### src/rtl/unit_fault_sequencer.sv
// -----------------------------------------------------------------------------
// unit_fault_sequencer
//
// Sequences the power unit's response to a latched unit fault. The block
// gates PWM, commands the bypass contactor (drives the detector's BypCon)
// and issues the detector's reset_unit clear pulse when the operator asks
// for a fault reset.
//
// Build option:
//   UNIT_AUTO_BYPASS_EN - when defined, TRIP moves on to the bypass sequence
//                         (BYP_WAIT -> BYPASSED / BYP_FAIL) after BLOCK_US
//                         microsecond ticks. When undefined, TRIP only exits
//                         on an operator reset and byp_cmd/byp_fail are 0.
//
// Parameters:
//   BLOCK_US       - us ticks spent in TRIP before the bypass command (1..65535)
//   BYP_TIMEOUT_MS - ms ticks allowed for BypOK after the command   (1..65535)
//   RST_PULSE      - reset_unit pulse width in clk cycles            (1..255)
//
// Ports:
//   clk, rst_n   - system clock, asynchronous active-low reset
//   time_1us     - 1 us square wave (rising edge used, synchronized)
//   time_1ms     - 1 ms square wave (rising edge used, synchronized)
//   start_stop   - run command level, same clock domain
//   reset_req    - operator fault reset (rising edge used, synchronized)
//   err_unit     - latched unit fault, same clock domain
//   err_info     - 11-bit detector fault word, same clock domain
//   BypOK        - bypass contactor closed feedback (synchronized level)
//   pwm_en       - PWM enable, high only in RUN
//   byp_cmd      - bypass close command, high in BYP_WAIT/BYPASSED/BYP_FAIL
//   reset_unit   - fault clear pulse, high only in CLEAR
//   byp_fail     - bypass did not close in time, high only in BYP_FAIL
//   state        - current FSM state
//   trip_info    - snapshot of err_info taken on TRIP entry
// -----------------------------------------------------------------------------
module unit_fault_sequencer #(
  parameter int unsigned BLOCK_US       = 10,
  parameter int unsigned BYP_TIMEOUT_MS = 60,
  parameter int unsigned RST_PULSE      = 8
) (
  input  logic        clk,
  input  logic        rst_n,
  input  logic        time_1us,
  input  logic        time_1ms,
  input  logic        start_stop,
  input  logic        reset_req,
  input  logic        err_unit,
  input  logic [10:0] err_info,
  input  logic        BypOK,
  output logic        pwm_en,
  output logic        byp_cmd,
  output logic        reset_unit,
  output logic        byp_fail,
  output logic [2:0]  state,
  output logic [10:0] trip_info
);

  typedef enum logic [2:0] {
    ST_IDLE     = 3'd0,
    ST_RUN      = 3'd1,
    ST_TRIP     = 3'd2,
    ST_BYP_WAIT = 3'd3,
    ST_BYPASSED = 3'd4,
    ST_BYP_FAIL = 3'd5,
    ST_CLEAR    = 3'd6
  } state_e;

  // Last value of the CLEAR cycle counter before returning to IDLE.
  localparam logic [7:0] CLR_LAST_C = 8'(RST_PULSE - 1);

  // ---------------------------------------------------------------------------
  // Input conditioning
  // Bit 0 is the first synchronizer flop, bit 1 the synchronized value and
  // bit 2 the previous synchronized value used for rising-edge detection.
  // ---------------------------------------------------------------------------
  logic [2:0] us_pipe_q;
  logic [2:0] ms_pipe_q;
  logic [2:0] rr_pipe_q;
  logic [1:0] bo_pipe_q;

  logic us_tick_s;
  logic ms_tick_s;
  logic rr_edge_s;
  logic bypok_s;

  // Two-flop synchronizers plus the edge-detect delay stage.
  always_ff @(posedge clk or negedge rst_n) begin
    if (!rst_n) begin
      us_pipe_q <= 3'b000;
      ms_pipe_q <= 3'b000;
      rr_pipe_q <= 3'b000;
      bo_pipe_q <= 2'b00;
    end else begin
      us_pipe_q <= {us_pipe_q[1:0], time_1us};
      ms_pipe_q <= {ms_pipe_q[1:0], time_1ms};
      rr_pipe_q <= {rr_pipe_q[1:0], reset_req};
      bo_pipe_q <= {bo_pipe_q[0], BypOK};
    end
  end

  // Rising edge = synchronized value 1 while the previous value was 0.
  assign us_tick_s = us_pipe_q[1] & ~us_pipe_q[2];
  assign ms_tick_s = ms_pipe_q[1] & ~ms_pipe_q[2];
  assign rr_edge_s = rr_pipe_q[1] & ~rr_pipe_q[2];
  assign bypok_s   = bo_pipe_q[1];

  // ---------------------------------------------------------------------------
  // FSM state, counters and registered outputs
  // ---------------------------------------------------------------------------
  state_e      state_q;
  state_e      state_d;
  logic [10:0] trip_info_q;
  logic        pwm_en_q;
  logic        reset_unit_q;
  logic [7:0]  clr_cnt_q;
  logic        enter_trip_s;
  logic        enter_clr_s;

`ifdef UNIT_AUTO_BYPASS_EN
  localparam logic [15:0] BLOCK_US_C = 16'(BLOCK_US);
  localparam logic [15:0] BYP_TO_C   = 16'(BYP_TIMEOUT_MS);

  logic [15:0] us_cnt_q;
  logic [15:0] ms_cnt_q;
  logic [15:0] us_cnt_inc_s;
  logic [15:0] ms_cnt_inc_s;
  logic        byp_cmd_q;
  logic        byp_fail_q;

  // Saturating increments; the compare below uses the incremented value so
  // the transition lands on the clock of the counted tick itself.
  assign us_cnt_inc_s = (us_cnt_q == 16'hFFFF) ? us_cnt_q : (us_cnt_q + 16'd1);
  assign ms_cnt_inc_s = (ms_cnt_q == 16'hFFFF) ? ms_cnt_q : (ms_cnt_q + 16'd1);
`else
  // Tick/feedback paths and timing parameters have no consumer without the
  // bypass sequence; fold them into one sink so the intent is explicit.
  logic unused_s;
  assign unused_s = ^{us_tick_s, ms_tick_s, bypok_s,
                      16'(BLOCK_US), 16'(BYP_TIMEOUT_MS)};
`endif

  // Next-state decode; priorities follow the listed order in each state.
  always_comb begin
    state_d = state_q;
    case (state_q)
      ST_IDLE: begin
        if (err_unit) begin
          state_d = ST_TRIP;
        end else if (rr_edge_s) begin
          state_d = ST_CLEAR;
        end else if (start_stop) begin
          state_d = ST_RUN;
        end else begin
          state_d = ST_IDLE;
        end
      end
      ST_RUN: begin
        if (err_unit) begin
          state_d = ST_TRIP;
        end else if (!start_stop) begin
          state_d = ST_IDLE;
        end else begin
          state_d = ST_RUN;
        end
      end
      ST_TRIP: begin
        // Operator reset wins over the block time expiring in the same cycle.
        if (rr_edge_s) begin
          state_d = ST_CLEAR;
`ifdef UNIT_AUTO_BYPASS_EN
        end else if (us_tick_s && (us_cnt_inc_s == BLOCK_US_C)) begin
          state_d = ST_BYP_WAIT;
`endif
        end else begin
          state_d = ST_TRIP;
        end
      end
`ifdef UNIT_AUTO_BYPASS_EN
      ST_BYP_WAIT: begin
        // Contactor feedback wins over a simultaneous timeout.
        if (bypok_s) begin
          state_d = ST_BYPASSED;
        end else if (ms_tick_s && (ms_cnt_inc_s == BYP_TO_C)) begin
          state_d = ST_BYP_FAIL;
        end else begin
          state_d = ST_BYP_WAIT;
        end
      end
      ST_BYPASSED: begin
        state_d = ST_BYPASSED;
      end
      ST_BYP_FAIL: begin
        state_d = ST_BYP_FAIL;
      end
`endif
      ST_CLEAR: begin
        if (clr_cnt_q == CLR_LAST_C) begin
          state_d = ST_IDLE;
        end else begin
          state_d = ST_CLEAR;
        end
      end
      default: begin
        // Unused encodings (and bypass states when bypass is not built)
        // fall back to the safe state with PWM blocked.
        state_d = ST_TRIP;
      end
    endcase
  end

  assign enter_trip_s = (state_d == ST_TRIP)  && (state_q != ST_TRIP);
  assign enter_clr_s  = (state_d == ST_CLEAR) && (state_q != ST_CLEAR);

  // State register, outputs decoded from next state, snapshot and counters.
  always_ff @(posedge clk or negedge rst_n) begin
    if (!rst_n) begin
      state_q      <= ST_IDLE;
      trip_info_q  <= 11'd0;
      pwm_en_q     <= 1'b0;
      reset_unit_q <= 1'b0;
      clr_cnt_q    <= 8'd0;
`ifdef UNIT_AUTO_BYPASS_EN
      us_cnt_q     <= 16'd0;
      ms_cnt_q     <= 16'd0;
      byp_cmd_q    <= 1'b0;
      byp_fail_q   <= 1'b0;
`endif
    end else begin
      state_q      <= state_d;
      pwm_en_q     <= (state_d == ST_RUN);
      reset_unit_q <= (state_d == ST_CLEAR);

      if (enter_trip_s) begin
        trip_info_q <= err_info;
      end else if (enter_clr_s) begin
        trip_info_q <= 11'd0;
      end else begin
        trip_info_q <= trip_info_q;
      end

      // Held at zero outside CLEAR, so it starts from zero on entry.
      if (state_q != ST_CLEAR) begin
        clr_cnt_q <= 8'd0;
      end else if (clr_cnt_q != 8'hFF) begin
        clr_cnt_q <= clr_cnt_q + 8'd1;
      end else begin
        clr_cnt_q <= clr_cnt_q;
      end

`ifdef UNIT_AUTO_BYPASS_EN
      // byp_cmd stays high across all three bypass states so the detector
      // sees exactly one BypCon rising edge.
      byp_cmd_q  <= (state_d == ST_BYP_WAIT) || (state_d == ST_BYPASSED) ||
                    (state_d == ST_BYP_FAIL);
      byp_fail_q <= (state_d == ST_BYP_FAIL);

      if (state_q != ST_TRIP) begin
        us_cnt_q <= 16'd0;
      end else if (us_tick_s) begin
        us_cnt_q <= us_cnt_inc_s;
      end else begin
        us_cnt_q <= us_cnt_q;
      end

      if (state_q != ST_BYP_WAIT) begin
        ms_cnt_q <= 16'd0;
      end else if (ms_tick_s) begin
        ms_cnt_q <= ms_cnt_inc_s;
      end else begin
        ms_cnt_q <= ms_cnt_q;
      end
`endif
    end
  end

  assign pwm_en     = pwm_en_q;
  assign reset_unit = reset_unit_q;
  assign state      = state_q;
  assign trip_info  = trip_info_q;
`ifdef UNIT_AUTO_BYPASS_EN
  assign byp_cmd    = byp_cmd_q;
  assign byp_fail   = byp_fail_q;
`else
  assign byp_cmd    = 1'b0;
  assign byp_fail   = 1'b0;
`endif

endmodule

### config.mk
export PLATFORM = sky130hd
export DESIGN_NAME = unit_fault_sequencer
export DESIGN_NICKNAME = d
export VERILOG_FILES = /design/src/rtl/unit_fault_sequencer.sv
export SDC_FILE = /design/constraint.sdc
export NUM_CORES = 1
export LEC_CHECK = 0
export BUFFER_PORTS_ARGS = -buffer_cell sky130_fd_sc_hd__buf_4
export CORE_MARGIN = 2
export CORE_UTILIZATION = 44
export DETAILED_ROUTE_END_ITERATION = 12
export GPL_ROUTABILITY_DRIVEN = 0
export PLACE_DENSITY = 0.73
export SLEW_MARGIN = 30
export SYNTH_ARGS = -nofsm -noshare
export SYNTH_HDL_FRONTEND = slang
export SYNTH_SLANG_ARGS = --single-unit
export TNS_END_PERCENT = 1
### constraint.sdc
create_clock -name clk -period 1.6 [get_ports clk]
set_input_delay 0 -clock clk [delete_from_list [all_inputs] [get_ports clk]]
set_output_delay 0 -clock clk [all_outputs]
set_load 0.02 [all_outputs]
# --- Word-level counts from Yosys, hierarchy flattened ---
# Cells that the tools add are included.
word_totals:
  output_inout_bits: 18
  wordCells: 35
  regBits: 27
  in_bits: 19
classes:
  add_sub_neg: 1
  reduce_logical: 5
  mux: 11
  bitwise_logic: 2
  eq_ne: 10
ops:
  columns: ["op", "n"]
  rows:
  - ["two-way mux 11 bit", 2]
  - ["two-way mux 8 bit", 2]
  - ["two-way mux 3 bit", 5]
  - ["one-hot mux 3 bit (4 select lines)", 1]
  - ["adder 8 x 1 -> 8 bit (second input constant)", 1]
  - ["equality test 8 x 3 -> 1 bit (second input constant)", 1]
  - ["inequality test 8 bit (second input constant)", 1]
  - ["equality test 3 x 1 -> 1 bit (second input constant)", 2]
  - ["equality test 3 x 2 -> 1 bit (second input constant)", 2]
  - ["equality test 3 bit (second input constant)", 2]
  - ["nonzero test 2 bit", 2]
  - ["logical NOT 3 bit", 1]
  - ["inequality test 3 x 2 -> 1 bit (second input constant)", 1]
  - ["inequality test 3 bit (second input constant)", 1]
  - ["logical AND 1 bit", 2]
  - ["bitwise AND 1 bit", 1]
  - ["two-way mux 1 bit", 1]
  - ["inverter 1 bit", 1]

# --- Depth between registers and ports, before layout ---
logic_depth:
  depth_word: 9
  ltp_mapped: 5
  mapped_depth_nobuf: 4

# --- Least setup slack after synthesis ---
# OpenSTA, ideal clock, no wires.
synth_timing:
  path_kind: "register to register"
  startpoint: "register clr_cnt_q[0]"
  endpoint: "register clr_cnt_q[3]"
  path_slack_ps: 116
  required_time_ps: 1517
  arrival_ps: 1402
  setup_ps: 83
  n_path_buf: 1
  synth_period_minus_slack_ps: 1484
  stages_incl_launch_ff: 6
  cell_sequence: "dfrtp_1 ha_1 clkbuf_1 and3_1 a2111o_1 o21ai_0"
synth_via:
  elab_chain_cells: 3
  word_cells_on_any_way: 5
  cone_classes: "1 x add/sub; 1 x eq/ne; 2 x mux; 1 x reduce/logical"
synth_lines:
  columns: ["item", "line", "source"]
  rows:
  - ["from (decl)", "115", "logic [7:0] clr_cnt_q;"]
  - ["from (signal assigned)", "245", "clr_cnt_q <= clr_cnt_q + 8'd1;"]
  - ["from (signal assigned)", "247", "clr_cnt_q <= clr_cnt_q;"]
  - ["adder 8 x 1 -> 8 bit", "245", null]
  - ["two-way mux 8 bit", "244", "end else if (clr_cnt_q != 8'hFF) begin"]
  - ["two-way mux 8 bit", "242", "if (state_q != ST_CLEAR) begin"]
# Parallel ways exist; a longest one is shown, timed or not. The select of a mux whose other input is x is not followed.
# A chain may end at the register's enable or synchronous reset.

# --- Worst setup path after layout ---
layout_timing:
  startpoint: "register state_q[2], in the netlist state[2]"
  endpoint: "register trip_info_q[2], in the netlist trip_info[2]"
layout_via:
  elab_chain_cells: 5
  word_cells_on_any_way: 13
  cone_classes: "7 x eq/ne; 2 x mux; 4 x reduce/logical"
layout_lines:
  columns: ["item", "line", "source"]
  rows:
  - ["from (decl)", "110", "state_e state_q;"]
  - ["from (signal assigned)", "229", "state_q <= state_d;"]
  - ["equality test 3 bit, or another cell as far along", "145", "case (state_q)"]
  - ["one-hot mux 3 bit (4 select lines)", "145", null]
  - ["equality test 3 x 2 -> 1 bit / equality test 3 bit (equally long branches)", "211, 212", null]
  - ["logical AND 1 bit (on tied branches)", "211, 212", null]
  - ["two-way mux 11 bit / nonzero test 2 bit (equally long branches)", null, null]
  - ["to (signal assigned)", "234", "trip_info_q <= err_info;"]
  - ["to (signal assigned)", "238", "trip_info_q <= trip_info_q;"]
  - ["to (decl)", "112", "logic [10:0] trip_info_q;"]
# Parallel ways exist; a longest one is shown, timed or not.

==> summary.md <==
| Metric | Value |
|---|---|
| Status | `finished, final reports clean` |
| Largest fanout on the critical path | `11` |
| Area leader, netlist | `dfrtp_1` |
| Leakage power | `0.744 nW` |
| Vias post-DR | `933` |
| M1 wire length | `1110 um` |
| Area Growth Syn to Fin | `34.9%` |
| Top Layer Used | `met4` |
| Synth area leaders | `dfrtp_1 57%, a22o_1 8.1%, o21ai_0 2.9%` |
| Synth warnings | `0` |
| VDD IR max | `0.915 mV` |
| Grt total ovfl | `0` |
| CP Launch Type | `flip-flop` |
| DR DRC count | `0` |
| Initial antenna violation count | `0` |
| DRC violation total after the first TritonRoute iteration | `35` |
| Fin crit period | `1.45 ns` |
| Detail Route met3 WL | `168 um` |
| Crit path DAT | `1.66 ns` |
| DRT Pass-1 Iters | `4` |
| Global-route usage over all layers | `16.6%` |
| Unrepaired setup endpoints after global routing | `no` |
| Final worst slack | `0.149 ns` |
| Worst Skew | `0.00294 ns` |
| Mapped Cells | `100` |
| Final core occ | `63.6%` |
| Synthesized area per cell | `11.9 um^2` |
| Worst R2R Setup Slack | `0.15 ns` |
| Die Span X | `56 um` |
| Clock slew at reported path FFs | `0.13 ns` |
| Post-synth top area share | `56.8%` |
| Vias per cell | `5.30` |
| CP required | `1.81 ns` |
| Fin. Hold Viols | `0` |
| # IOs | `37` |
| Critical path capture point type | `flip-flop` |
| Max-slew violations | `0` |
| CTS HTree Levels | `1` |
| Crit Reg-Reg Startpoint | `state[2]` |
| Clock Latency Late Sink | `0.31 ns` |
| DRT Wirelength | `2380 um` |
| CTS tree | `built` |
| Routed met2 length | `1080 um` |
| Synth cell types | `34` |
| Share of layout cells above drive strength 1 | `28.8%` |
| Fin Hold WS | `0.137 ns` |
| Final ANT Viol Nets | `0` |
| Drt wl/cell | `13.5 um` |
| Worst hold path class | `in2async` |
| Flop and latch count out of synthesis | `27` |
| Die Y | `56 um` |
| PwrDens | `1260 nW/um^2` |
| Worst reg-to-reg path cell count | `3` |
| # setup viols final | `0` |
| Dpl ws | `0.160 ns` |
| Fmax | `689 MHz` |
| Clock Sinks | `27` |
| Starting density of the core | `47.2%` |
| Number of buffers created by CTS | `3` |
| Root Driver | `clkbuf_4` |
| Rows | `18` |
| Nets | `167` |
| Port buffer count | `31` |
| Pin count of the biggest net entering global routing | `28` |
| Final period util | `90.7%` |
| TNS Setup | `0 ns` |
| Core area | `2520 um^2` |
| Crit Path Category | `reg2reg` |
| Sequential share of the synthesized area | `56.8%` |
| Die area | `3140 um^2` |
| Hpwl dp | `1630 um` |
| Synthesized area | `1190 um^2` |
| Clock Path Buffers | `2` |
| Max_cap viols | `0` |
| Vias in the first global route | `962` |
| Antenna Cells | `0` |
| Post-cts resize count | `0` |
| First-pass GRT wire length | `4160 um` |
| Reg2reg end | `trip_info[2]` |
-- area by class of cell --
cell class / instances / area (um^2)
multi-input cells: 65 / 460
well taps: 30 / 37.5
inverters: 2 / 7.51
clock buffers: 4 / 26.3
repair buffers: 48 / 398
flip-flops and latches: 27 / 676
fillers: 199 / 917
-- placed cells by master (no fill, tap or decap), types with 3 or more instances in the layout --
cell / count
o21ai_0: 7
nor3_1: 3
clkbuf_4: 3
nand3_1: 6
dfrtp_1: 27
buf_4: 33
a22o_1: 11
nand2_1: 6
dlygate4sd3_1: 15
a21oi_1: 4
-- what timing repair did --
action | 4_1_cts | 5_1_grt
hold buffers | 15 | 0
endpoints found under the hold margin | 42 | 0
buffers inserted | 0 | 0
-- flip-flops by register name, indices dropped and copies added, names as in the netlist --
| signal | flops |
|---|---|
| trip_info | 11 |
| state | 3 |
| clr_cnt_q | 8 |
| rr_pipe_q | 3 |
| pwm_en | 1 |
| reset_unit | 1 |
-- worst max-delay path, cell delays in order (launching register included) --
cell	delay, ns
dfrtp_1	0.47
nor4b_2	0.32
and3b_1	0.33
a22o_1	0.23
-- kinds of logic after synthesis --
kind of cell               after synthesis  share of synthesized area (%)
adders and majority gates                1                           1.05
other                                    1                          0.315
DFF                                     27                           56.8
AOI/OAI and AO/OA                       31                           19.8
and+or+nand+nor                         31                           17.2
buffers and inverters                    9                           4.84
-- layer usage --
metal  global-route usage, %  vias up
li1                        -      471
met1                    21.5      423
met2                    27.4       35
met3                    3.95        4
met4                    5.10        0
met5                       0        -
-- worst max path at each step --
stage / from / to / slack [ns] / cells past startpoint
after global placement: state[2] / trip_info[8] / 0.20 / 3
after CTS: state[2] / trip_info[10] / 0.13 / 3
after floorplan: clr_cnt_q[0] / clr_cnt_q[3] / 0.12 / 5
final: state[2] / trip_info[2] / 0.15 / 3
after detailed placement: state[2] / trip_info[7] / 0.16 / 3
after global routing: state[2] / trip_info[9] / 0.02 / 3
-- stage by stage --
| stage | cells | total power [mW] | cell area, um^2 |
|---|---|---|---|
| 3_5_place_dp | 157 | 1.74 | 1430 |
| 4_1_cts | 176 | 2.05 | 1610 |
| 2_1_floorplan | 101 | 1.42 | 1190 |
| 6_report | 176 | 2.03 | 1610 |
| 3_3_place_gp | 157 | 1.71 | 1430 |
| 5_1_grt | 176 | 2.17 | 1610 |
-- cell usage after synthesis --
cell type and n:
dfrtp_1 27, a22o_1 11, o21ai_0 7, nand2_1 6, nand3_1 6, a21oi_1 4
nor3_1 3, a31oi_1 2, and2_1 2, and3b_1 2, and4_1 2, buf_4 2
buf_6 2, clkbuf_1 2, inv_1 2, o21bai_1 2, a2111o_1 1, a2111oi_2 1
a211oi_2 1, a21boi_0 1, and3_1 1, and4_2 1, buf_2 1, conb_1 1
ha_1 1, nand3b_1 1, nand4_1 1, nor2_1 1, nor3_4 1, nor3b_1 1
nor4_1 1, nor4b_2 1, o311a_1 1, or4_4 1
-- report_power, final --
part	switching [mW]	internal, mW	leakage (nW)	total, mW
clock network	0.180	0.0974	0.0150	0.278
registers	0.146	0.841	0.351	0.987
logic	0.398	0.363	0.379	0.761
(Power assumes the default switching activity.)
